### src/rtl/rram_wl_sequencer.sv
// Wordline/bias/sense sequencer feeding the RRAM 5-to-32 wordline decoder.
// Define RRAM_SEQ_VERIFY_EN to add write-verify reads with bounded retries.
module rram_wl_sequencer #(
  parameter int SETUP_CYC   = 2,
  parameter int READ_CYC    = 4,
  parameter int SET_CYC     = 8,
  parameter int RESET_CYC   = 8,
  parameter int FORM_CYC    = 32,
  parameter int RECOVER_CYC = 2,
  parameter int MAX_RETRY   = 3
) (
  input  logic       clk,
  input  logic       rst,
  input  logic       req_valid,
  output logic       req_ready,
  input  logic [1:0] req_op,
  input  logic [4:0] req_addr,
  output logic       dec_en,
  output logic [4:0] dec_din,
  output logic [1:0] drv_mode,
  output logic       sa_strobe,
  input  logic       sa_out,
  output logic       rsp_valid,
  output logic       rsp_data,
  output logic       rsp_fail
);

  localparam logic [1:0] OP_READ   = 2'b00;
  localparam logic [1:0] OP_SET    = 2'b01;
  localparam logic [1:0] OP_RESET  = 2'b10;
  localparam logic [1:0] DRV_FLOAT = 2'b00;
  localparam logic [1:0] DRV_READ  = 2'b01;
  localparam logic [1:0] DRV_SET   = 2'b10;
  localparam logic [1:0] DRV_RESET = 2'b11;

  // Phase counter counts down to zero, so a phase of N cycles loads N-1.
  function automatic logic [7:0] cyc_load(input int c);
    if (c <= 1) cyc_load = 8'd0;
    else        cyc_load = 8'(c - 1);
  endfunction

  localparam logic [7:0] SETUP_LD   = cyc_load(SETUP_CYC);
  localparam logic [7:0] READ_LD    = cyc_load(READ_CYC);
  localparam logic [7:0] SET_LD     = cyc_load(SET_CYC);
  localparam logic [7:0] RESET_LD   = cyc_load(RESET_CYC);
  localparam logic [7:0] FORM_LD    = cyc_load(FORM_CYC);
  localparam logic [7:0] RECOVER_LD = cyc_load(RECOVER_CYC);

  generate
    if (SETUP_CYC > 255 || READ_CYC > 255 || SET_CYC > 255 || RESET_CYC > 255 ||
        FORM_CYC > 255 || RECOVER_CYC > 255 || MAX_RETRY < 1 || MAX_RETRY > 15) begin : g_bad_cfg
      $error("rram_wl_sequencer: illegal timing or retry parameter");
    end
  endgenerate

  function automatic logic [7:0] pulse_load(input logic [1:0] op);
    case (op)
      OP_READ:  pulse_load = READ_LD;
      OP_SET:   pulse_load = SET_LD;
      OP_RESET: pulse_load = RESET_LD;
      default:  pulse_load = FORM_LD;
    endcase
  endfunction

  function automatic logic [1:0] op_bias(input logic [1:0] op);
    case (op)
      OP_READ:  op_bias = DRV_READ;
      OP_RESET: op_bias = DRV_RESET;
      default:  op_bias = DRV_SET;
    endcase
  endfunction

  typedef enum logic [2:0] {
    ST_IDLE     = 3'd0,
    ST_SETUP    = 3'd1,
    ST_PULSE    = 3'd2,
    ST_RECOVER  = 3'd3,
    ST_DONE     = 3'd4
`ifdef RRAM_SEQ_VERIFY_EN
    ,
    ST_VSETUP   = 3'd5,
    ST_VPULSE   = 3'd6,
    ST_VRECOVER = 3'd7
`endif
  } state_t;

  state_t     state_q, state_d;
  logic [7:0] cnt_q, cnt_d;
  logic [1:0] op_q, op_d;
  logic [4:0] addr_q, addr_d;
  logic       req_ready_q, req_ready_d;
  logic       dec_en_q, dec_en_d;
  logic [1:0] drv_mode_q, drv_mode_d;
  logic       sa_strobe_q, sa_strobe_d;
  logic       rsp_valid_q, rsp_valid_d;
  logic       rsp_data_q, rsp_data_d;
`ifdef RRAM_SEQ_VERIFY_EN
  logic [3:0] retry_q, retry_d;
  logic       rsp_fail_q, rsp_fail_d;
`endif

  // Next-state, phase counter and latched request
  always_comb begin
    state_d    = state_q;
    cnt_d      = cnt_q;
    op_d       = op_q;
    addr_d     = addr_q;
    rsp_data_d = sa_strobe_q ? sa_out : rsp_data_q;
`ifdef RRAM_SEQ_VERIFY_EN
    retry_d    = retry_q;
    rsp_fail_d = rsp_fail_q;
`endif
    case (state_q)
      ST_IDLE: begin
        if (req_valid && req_ready_q) begin
          state_d    = ST_SETUP;
          cnt_d      = SETUP_LD;
          op_d       = req_op;
          addr_d     = req_addr;
          rsp_data_d = 1'b0;
`ifdef RRAM_SEQ_VERIFY_EN
          retry_d    = 4'd0;
          rsp_fail_d = 1'b0;
`endif
        end else begin
          state_d = ST_IDLE;
        end
      end
      ST_SETUP: begin
        if (cnt_q == 8'd0) begin
          state_d = ST_PULSE;
          cnt_d   = pulse_load(op_q);
        end else begin
          cnt_d = cnt_q - 8'd1;
        end
      end
      ST_PULSE: begin
        if (cnt_q == 8'd0) begin
          state_d = ST_RECOVER;
          cnt_d   = RECOVER_LD;
        end else begin
          cnt_d = cnt_q - 8'd1;
        end
      end
      ST_RECOVER: begin
        if (cnt_q == 8'd0) begin
`ifdef RRAM_SEQ_VERIFY_EN
          if (op_q != OP_READ) begin
            state_d = ST_VSETUP;
            cnt_d   = SETUP_LD;
          end else begin
            state_d = ST_DONE;
          end
`else
          state_d = ST_DONE;
`endif
        end else begin
          cnt_d = cnt_q - 8'd1;
        end
      end
      ST_DONE: begin
        state_d = ST_IDLE;
        cnt_d   = 8'd0;
      end
`ifdef RRAM_SEQ_VERIFY_EN
      ST_VSETUP: begin
        if (cnt_q == 8'd0) begin
          state_d = ST_VPULSE;
          cnt_d   = READ_LD;
        end else begin
          cnt_d = cnt_q - 8'd1;
        end
      end
      ST_VPULSE: begin
        if (cnt_q == 8'd0) begin
          state_d = ST_VRECOVER;
          cnt_d   = RECOVER_LD;
        end else begin
          cnt_d = cnt_q - 8'd1;
        end
      end
      ST_VRECOVER: begin
        // RESET should leave the cell high-resistance (0); SET/FORM low-resistance (1)
        if (cnt_q == 8'd0) begin
          if (rsp_data_q == (op_q != OP_RESET)) begin
            state_d    = ST_DONE;
            rsp_fail_d = 1'b0;
          end else if (retry_q < 4'(MAX_RETRY)) begin
            state_d = ST_SETUP;
            cnt_d   = SETUP_LD;
            retry_d = retry_q + 4'd1;
          end else begin
            state_d    = ST_DONE;
            rsp_fail_d = 1'b1;
          end
        end else begin
          cnt_d = cnt_q - 8'd1;
        end
      end
`endif
      default: begin
        state_d = ST_IDLE;
        cnt_d   = 8'd0;
      end
    endcase
  end

  // Outputs are decoded from the next state so they register alongside it
  always_comb begin
    req_ready_d = (state_d == ST_IDLE);
    rsp_valid_d = (state_d == ST_DONE);
    dec_en_d    = 1'b0;
    drv_mode_d  = DRV_FLOAT;
    sa_strobe_d = 1'b0;
    case (state_d)
      ST_SETUP: drv_mode_d = op_bias(op_d);
      ST_PULSE: begin
        dec_en_d    = 1'b1;
        drv_mode_d  = op_bias(op_d);
        sa_strobe_d = (op_d == OP_READ) && (cnt_d == 8'd0);
      end
`ifdef RRAM_SEQ_VERIFY_EN
      ST_VSETUP: drv_mode_d = DRV_READ;
      ST_VPULSE: begin
        dec_en_d    = 1'b1;
        drv_mode_d  = DRV_READ;
        sa_strobe_d = (cnt_d == 8'd0);
      end
`endif
      default: drv_mode_d = DRV_FLOAT;
    endcase
  end

  // State and output registers; reset drops the wordline immediately
  always_ff @(posedge clk or posedge rst) begin
    if (rst) begin
      state_q     <= ST_IDLE;
      cnt_q       <= 8'd0;
      op_q        <= 2'b00;
      addr_q      <= 5'd0;
      req_ready_q <= 1'b1;
      dec_en_q    <= 1'b0;
      drv_mode_q  <= DRV_FLOAT;
      sa_strobe_q <= 1'b0;
      rsp_valid_q <= 1'b0;
      rsp_data_q  <= 1'b0;
`ifdef RRAM_SEQ_VERIFY_EN
      retry_q     <= 4'd0;
      rsp_fail_q  <= 1'b0;
`endif
    end else begin
      state_q     <= state_d;
      cnt_q       <= cnt_d;
      op_q        <= op_d;
      addr_q      <= addr_d;
      req_ready_q <= req_ready_d;
      dec_en_q    <= dec_en_d;
      drv_mode_q  <= drv_mode_d;
      sa_strobe_q <= sa_strobe_d;
      rsp_valid_q <= rsp_valid_d;
      rsp_data_q  <= rsp_data_d;
`ifdef RRAM_SEQ_VERIFY_EN
      retry_q     <= retry_d;
      rsp_fail_q  <= rsp_fail_d;
`endif
    end
  end

  assign req_ready = req_ready_q;
  assign dec_en    = dec_en_q;
  assign dec_din   = addr_q;
  assign drv_mode  = drv_mode_q;
  assign sa_strobe = sa_strobe_q;
  assign rsp_valid = rsp_valid_q;
  assign rsp_data  = rsp_data_q;
`ifdef RRAM_SEQ_VERIFY_EN
  assign rsp_fail  = rsp_fail_q;
`else
  assign rsp_fail  = 1'b0;
`endif

endmodule

### config.mk
export PLATFORM = sky130hd
export DESIGN_NAME = rram_wl_sequencer
export DESIGN_NICKNAME = d
export VERILOG_FILES = /design/src/rtl/rram_wl_sequencer.sv
export SDC_FILE = /design/constraint.sdc
export NUM_CORES = 1
export LEC_CHECK = 0
export BUFFER_PORTS_ARGS = -buffer_cell sky130_fd_sc_hd__buf_2
export CAP_MARGIN = 30
export CORE_UTILIZATION = 54
export DETAILED_ROUTE_END_ITERATION = 6
export PLACE_DENSITY = 0.9
export SLEW_MARGIN = 20
export SYNTH_ARGS = -nofsm -noshare
export SYNTH_HDL_FRONTEND = slang
export SYNTH_SLANG_ARGS = --single-unit
### constraint.sdc
create_clock -name clk -period 5.4 [get_ports clk]
set_input_delay 1.08 -clock clk [delete_from_list [all_inputs] [get_ports clk]]
set_output_delay 1.08 -clock clk [all_outputs]
set_load 0.005 [all_outputs]
==> summary.md, run 1 <==
| Metric | Value |
|---|---|
| Post-Place Setup Slack | `2.39 ns` |
| Post-synthesis sequential area ratio | `47.8%` |
| Fin Clk Skew | `0.00494 ns` |
| Pleak | `0.000722 µW` |
| Worst-skew pair later-pin latency | `0.33 ns` |
| Dominant synthesized flop cell | `dfrtp_1` |
| Total grt overflow | `0` |
| Die W | `51.3 µm` |
| YS warnings | `0` |
| DPL Wire Length | `2.09 mm` |
| Syn Inst Count | `145` |
| Clock share of power | `30.3%` |
| Fill count | `194` |
| Setup repair bufs after CTS | `0` |
| Synthesized cell area | `1310 µm²` |
| Worst reg2reg startpoint | `cnt_q[0]` |
| Hold path start | `dec_din[1]` |
| Diodes inserted | `0` |
| Most frequent cell after synthesis | `nand2_1` |
| Worst setup EP type | `flop` |
| Die area | `2630 µm²` |
| Max incr delay on CP | `0.53 ns` |
| Via count of the first global-routing pass | `1049` |
| Average routed wire per standard cell | `14.8 µm` |
| F_max | `325 MHz` |
| Top sig layer | `met4` |
| Pwr per Cell Area | `191 nW/µm²` |
| Core area | `2250 µm²` |
| Int Pwr | `220 µW` |
| Startpoint types | `flop` |
| Post-Syn Nets | `158` |
| Combined area of the multi-input logic cells | `626 µm²` |
| Global-route wire length before repair | `4.79 mm` |
| RSZ-0062 raised after global routing | `no` |
| TNS Setup | `0 ns` |
| Tot GR Track Use | `24.8%` |
| Hold slack | `0.483 ns` |
| VDD IR-drop max | `167 µV` |
| Total routed wirelength | `2.86 mm` |
| Worst min path class | `reg2reg` |
| Worst hold endpoint | `dec_din[1]` |
| ANT nets after route | `0` |
| Worst reg-to-reg path cell count | `12` |
| Largest net degree at the start of global routing | `26` |
| Slowest-stage cell, CP | `or4b_1` |
| Status | `finished, final reports clean` |
| DRT Pass-1 Iters | `4` |
| TritonCTS clock tree | `done` |
| Hold Violations, Final | `0` |
| Maximum clock path buffer count | `2` |
| Slew Viols, Final | `0` |
| FF/Latch Area | `627 µm²` |
| Synth top area share | `45.8%` |
| Final GP Congestion | `0.939` |
| Met2 Wirelength | `1.51 mm` |
| Met3 WL post-DR | `90 µm` |
| H-tree depth | `1` |
| Worst Max-Slew Pin Slew | `0.646 ns` |
| Setup Viol. Count Final | `0` |
| DR vias | `1127` |
| Initial antenna violation count | `0` |
| Setup slack after layout | `2.33 ns` |
| Wire length on met1 | `1.23 mm` |
| Sw frac | `22.3%` |
| Commonest cells post-synth | `nand2_1 (31), dfrtp_1 (24), nor2_1 (16), nor3_1 (8), o21ai_0 (7)` |
| Crit share post-route | `56.9%` |
| Max-cap violations | `0` |
| EDFF count, synth | `0` |
| Worst Path Max Fanout | `10` |
| WP data required | `5.64 ns` |
| Setup slack, reg-to-reg | `2.33 ns` |
| Synthesis-stage register bit count | `25` |
| Ranking of synthesized cells by area | `dfrtp_1 (46%), nand2_1 (8.9%), nor2_1 (4.6%)` |
| Psw | `63.2 µW` |
| Starting Density | `58.2%` |
| Hold-fix buffers, CTS | `0` |
| # DRC | `0` |
| Number of CTS-inserted buffers | `3` |
| Sequential Power Share | `66.2%` |
| Combinational cell fraction of total power | `3.5%` |
| Fin cells | `193` |
| Most frequent cell on the critical path | `ha_1` |
| CP Class | `reg2reg` |
| Min Clock Period, post-route | `3.07 ns` |
| Mean Syn Cell Area | `9.04 µm²` |
| Share of post-route cells with drive strength above 1 | `21.8%` |
| Nets | `179` |
| Row count | `17` |
| Hold Path Stages | `2` |
| Via/cell ratio | `5.84` |
| Root Driver | `clkbuf_4` |
| PortBufs | `22` |
| I/O pins | `24` |
| Rel. slew slack | `56.5%` |
| Async S/R FF share, synth | `100%` |
| Critical path, cell by cell | `inv_1, ha_1, nor4b_2, and2_1, inv_4, ha_1, nand2_1, o21ai_0, a21oi_1, nor2_1, or4b_1, nor4_2` |
| Cts repair resizes | `0` |
| Placed Cells | `188` |
| Chip Height | `51.3 µm` |
| Leading area contributor after synthesis | `dfrtp_1` |
| 1st-iter DRT viols | `40` |
| WP data arrival | `3.32 ns` |
| Reg2Reg Capture Point | `sa_strobe` |
| Clk slew on worst S/H paths | `0.13 ns` |
| Clock Sinks | `25` |
| Area grow syn2layout | `12.7%` |
| Synth cell types | `44` |
## power groups by stage
stage | clock network (µW) | registers [µW] | logic [µW]
after global placement | 0 | 191 | 7.40
final | 85.8 | 187 | 9.90
after floorplan | 0 | 191 | 3.54
after CTS | 85.3 | 187 | 7.69
after global routing | 90.0 | 187 | 11.3
after detailed placement | 0 | 191 | 7.73
## how the worst max path moves through the flow
stage,slack [ns],start,end,cells past startpoint
CTS,2.34,cnt_q[0],sa_strobe,12
global route,2.13,cnt_q[0],sa_strobe,12
finish,2.33,cnt_q[0],sa_strobe,12
floorplan,2.69,req_valid,sa_strobe,7
detailed placement,2.39,cnt_q[0],sa_strobe,12
global placement,2.48,req_valid,sa_strobe,7
## registers in the layout, indices dropped and copies added, names as in the netlist
register   cells
state_q        3
cnt_q          8
rsp_data       1
drv_mode       2
dec_din        5
dec_en         1
sa_strobe      1
op_q           2
req_ready      1
rsp_valid      1
## layer usage
layer / up-vias / track usage (%)
met5: - / 0
met4: 0 / 6.76
met3: 5 / 3.87
met2: 28 / 43.6
met1: 547 / 31.6
li1: 547 / -
## final cells by class
type                       instances  area share (%)
sequential                        25            42.4
multi-input combinational        108            42.3
timing repair buffer              24            9.82
tap                               28            2.37
clock buffer                       3            1.52
inverter                           4            1.19
clock inverter                     1           0.339
## cells in the final DEF, fill, tap and decap left out, types with 2 or more instances in the layout
master	n
nand2_1	31
dfrtp_1	24
buf_2	22
nor2_1	16
nor3_1	8
o21ai_0	7
a21oi_1	4
nor2b_1	3
nand3_1	3
inv_1	3
clkbuf_4	3
and2_1	2
nor4_1	2
a221oi_1	2
or4b_1	2
mux2i_1	2
ha_1	2
## kinds of logic after synthesis
| logic type | synth area share [%] |
|---|---|
| AND/OR/NAND/NOR | 28.5 |
| AO/OA/AOI/OAI | 14.8 |
| flip-flops | 47.8 |
| multiplexers | 1.53 |
| other | 0.286 |
| XOR/XNOR | 0.668 |
| buffers and inverters | 4.49 |
| adder cells (fa/ha/maj) | 1.91 |
## through the flow
step                      total power, µW  cell area (µm²)  utilization (%)
final                                 283             1480             65.5
after detailed placement              198             1420             63.1
after global placement                198             1420             63.1
after floorplan                       194             1310                -
after CTS                             280             1450             64.3
after global routing                  289             1480             65.5
## critical path, delay by kind of cell, from the launching register on
family	cells	cell delay, ns
buf+inv	2	0.23
fa+ha+maj	2	0.51
simple gates	6	1.57
compound gates	2	0.25
flops	1	0.43
Power figures use the tool's default switching activity.
==> run 2: changes to the inputs <==
ABC_AREA = 1   (was unset)
PLACE_DENSITY = 0.89   (was 0.9)
clock period = 2.96 ns   (was 5.4 ns; I/O delays follow)
==> summary.md, run 2 <==
| Metric | Value |
|---|---|
| CP Class | `reg2reg (unchanged)` |
| Status | `finished, final reports clean (unchanged)` |
| WP data required | `3.25 ns (was 5.64 ns)` |
| Worst-skew pair later-pin latency | `0.34 ns (was 0.33 ns)` |
| Fill count | `222 (was 194)` |
| Worst setup EP type | `flop (unchanged)` |
| Most frequent cell on the critical path | `nor2_2 (was ha_1)` |
| Total routed wirelength | `2.80 mm (was 2.86 mm)` |
| F_max | `483 MHz (was 325 MHz)` |
| Root Driver | `clkbuf_4 (unchanged)` |
| Leading area contributor after synthesis | `dfrtp_1 (unchanged)` |
| Worst min path class | `in2async (was reg2reg)` |
| 1st-iter DRT viols | `26 (was 40)` |
| Int Pwr | `402 µW (was 220 µW)` |
| Worst Path Max Fanout | `9 (was 10)` |
| Mean Syn Cell Area | `7.80 µm² (was 9.04 µm²)` |
| Combinational cell fraction of total power | `3.5% (about the same)` |
| Final GP Congestion | `0.890 (was 0.939)` |
| Post-synthesis sequential area ratio | `44.4% (was 47.8%)` |
| RSZ-0062 raised after global routing | `no (unchanged)` |
| Starting Density | `57.0% (was 58.2%)` |
| Synth top area share | `42.6% (was 45.8%)` |
| Die W | `53.1 µm (was 51.3 µm)` |
| Pwr Total | `521 µW (was 283 µW)` |
| Pleak | `0.000913 µW (was 0.000722 µW)` |
| Setup slack, reg-to-reg | `0.89 ns (was 2.33 ns)` |
| Max-cap violations | `0 (unchanged)` |
| TNS Setup | `0 ns (unchanged)` |
| Worst reg2reg startpoint | `cnt_q[0] (unchanged)` |
| Cts repair resizes | `0 (unchanged)` |
| Clk slew on worst S/H paths | `0.14 ns (was 0.13 ns)` |
| Sw frac | `22.8% (was 22.3%)` |
| Share of post-route cells with drive strength above 1 | `30.6% (was 21.8%)` |
| Average routed wire per standard cell | `11.9 µm (was 14.8 µm)` |
| Most frequent cells in the layout | `nand2_1 (55), dfrtp_1 (24), nor2_1 (22), buf_2 (22), inv_1 (18) (was nand2_1 (31), dfrtp_1 (24), buf_2 (22))` |
| Row count | `18 (was 17)` |
| Startpoint types | `flop (unchanged)` |
| CP bufs+invs | `1 (was 2)` |
| Global-route wire length before repair | `4.49 mm (was 4.79 mm)` |
| Number of CTS-inserted buffers | `3 (unchanged)` |
| Most frequent cell after synthesis | `nand2_1 (unchanged)` |
| Synthesized cell area | `1410 µm² (was 1310 µm²)` |
| Via count of the first global-routing pass | `1127 (was 1049)` |
| DPL Wire Length | `2.24 mm (was 2.09 mm)` |
| Reg2Reg Capture Point | `sa_strobe (unchanged)` |
| Crit share post-route | `70.0% (was 56.9%)` |
| Largest register by flop count | `cnt_q (unchanged)` |
| WP data arrival | `2.36 ns (was 3.32 ns)` |
| Synth cell types | `26 (was 44)` |
| I/O pins | `24 (unchanged)` |
| Psw | `119 µW (was 63.2 µW)` |
| Die area | `2820 µm² (was 2630 µm²)` |
| Delay-heaviest family, CP | `simple AND/OR/NAND/NOR gates (unchanged)` |
| ANT nets after route | `0 (unchanged)` |
| Most common cell after layout, fill and taps aside | `nand2_1 (unchanged)` |
| Synthesis-stage register bit count | `25 (unchanged)` |
| Post-Syn Nets | `194 (was 158)` |
| Core area | `2480 µm² (was 2250 µm²)` |
| Setup repair bufs after CTS | `0 (unchanged)` |
| Clock share of power | `30.9% (was 30.3%)` |
| Chip Height | `53.1 µm (was 51.3 µm)` |
| Async S/R FF share, synth | `100% (unchanged)` |
| Pwr per Cell Area | `326 nW/µm² (was 191 nW/µm²)` |
| Area grow syn2layout | `13.2% (was 12.7%)` |
| Commonest cells post-synth | `nand2_1 (55), dfrtp_1 (24), nor2_1 (22), inv_1 (18), nand2_2 (10) (was nand2_1 (31), dfrtp_1 (24), nor2_1 (16), nor3_1 (8), o21ai_0 (7))` |
| Diodes inserted | `0 (unchanged)` |
| Max incr delay on CP | `0.43 ns (was 0.53 ns)` |
| VDD IR-drop max | `465 µV (was 167 µV)` |
| TritonCTS clock tree | `done (unchanged)` |
| PortBufs | `22 (unchanged)` |
| Worst reg-to-reg path cell count | `14 (was 12)` |
| Total grt overflow | `0 (unchanged)` |
| DRT Pass-1 Iters | `4 (unchanged)` |
| EDFF count, synth | `0 (unchanged)` |
| Dominant synthesized flop cell | `dfrtp_1 (unchanged)` |
| Clock Sinks | `25 (unchanged)` |
| Hold-fix buffers, CTS | `0 (unchanged)` |
| Hold Violations, Final | `0 (unchanged)` |
| Tot GR Track Use | `22.8% (was 24.8%)` |
| Setup Viol. Count Final | `0 (unchanged)` |
| H-tree depth | `1 (unchanged)` |
| Maximum clock path buffer count | `2 (unchanged)` |
| Syn Inst Count | `181 (was 145)` |
| Sequential Power Share | `65.6% (was 66.2%)` |
| Min Clock Period, post-route | `2.07 ns (was 3.07 ns)` |
| DR vias | `1190 (was 1127)` |
| Initial antenna violation count | `0 (unchanged)` |
| Nets | `220 (was 179)` |
| Slew Viols, Final | `0 (unchanged)` |
| Ranking of synthesized cells by area | `dfrtp_1 (43%), nand2_1 (15%), nor2_1 (5.9%) (was dfrtp_1 (46%), nand2_1 (8.9%), nor2_1 (4.6%))` |
| Fin Clk Skew | `0.0124 ns (was 0.00494 ns)` |
| Via/cell ratio | `5.04 (was 5.84)` |
| Largest net degree at the start of global routing | `26 (unchanged)` |
| Max FFs per register | `8 (unchanged)` |
| # DRC | `0 (unchanged)` |
| Critical path, cell by cell | `inv_1, ha_1, nand2_2, nor2_4, nand2_4, ha_1, nand4_1, o21a_1, nand2_2, nor2_2, nand2_1, nor2_2, nand2_1, nor2_2 (was inv_1, ha_1, nor4b_2, and2_1, inv_4, ha_1, nand2_1, o21ai_0, a21oi_1, nor2_1, or4b_1, nor4_2)` |
| Slowest-stage cell, CP | `dfrtp_1 (was or4b_1)` |
| YS warnings | `0 (unchanged)` |
## run 2: cell types whose count changed after synthesis, moves of 4 or more
cell,before,now
o21ai_0,7,3
clkbuf_1,6,0
nand3_1,3,9
nand2_4,0,4
nand2_2,0,10
inv_1,3,18
nor3_1,8,1
inv_2,0,8
nand2_1,31,55
nor2_1,16,22
nor2_2,0,4
## run 2: logic make-up (layout without fill, tap and decap cells)
family	after synthesis	count (layout)	synth area share, %
and+or+nand+nor	114	114	40.2
buffers and inverters	28	53	8.24
DFF	25	25	44.4
AOI/OAI and AO/OA	9	9	3.63
adders and majority gates	2	2	1.77
other	1	1	0.266
xor gates and xnor gates	1	1	0.621
muxes	1	1	0.798
## run 2: through the flow
step | instances | area, µm² | util [%] | setup WS, ns | hold slack (ns)
finish | 236 | 1600 | 64.5 | 0.889 | 0.188
global route | 236 | 1600 | 64.5 | 0.674 | 0.219
detailed placement | 231 | 1540 | 62.2 | 0.897 | 0.469
floorplan | 181 | 1410 | - | 1.09 | 0.462
global placement | 231 | 1540 | 62.2 | 1.02 | 0.459
CTS | 235 | 1570 | 63.4 | 0.881 | 0.446
## run 2: metal layers
metal,global-route usage (%),vias up,part of all wire (%)
met5,0,-,0
met4,9.21,0,1.7
met3,4.02,5,5.4
met2,42.0,38,51
met1,25.5,547,42
li1,-,600,-
## run 2: power groups by stage
stage	sequential, µW	combinational [µW]	clock (µW)
finish	342	18.4	161
global route	342	20.5	173
CTS	342	14.3	160
detailed placement	348	14.3	0
global placement	348	13.9	0
floorplan	348	7.18	0
## run 2: cell type report
class | instances | area, µm² | share of cell area [%]
Tap cell | 30 | 37.5 | 2.35
Inverter | 26 | 97.6 | 6.11
Multi-Input combinational cell | 128 | 668 | 41.8
Timing Repair Buffer | 23 | 138 | 8.61
Clock inverter | 1 | 7.51 | 0.470
Clock buffer | 3 | 22.5 | 1.41
Sequential cell | 25 | 627 | 39.2
## run 2: how the worst max path moves through the flow
stage / depth (start not counted) / startpoint / endpoint / slack, ns
2_1_floorplan: 14 / cnt_q[0] / sa_strobe / 1.09
3_5_place_dp: 14 / cnt_q[0] / sa_strobe / 0.90
3_3_place_gp: 14 / cnt_q[0] / sa_strobe / 1.02
4_1_cts: 14 / cnt_q[0] / sa_strobe / 0.88
5_1_grt: 14 / cnt_q[0] / sa_strobe / 0.67
6_report: 14 / cnt_q[0] / sa_strobe / 0.89
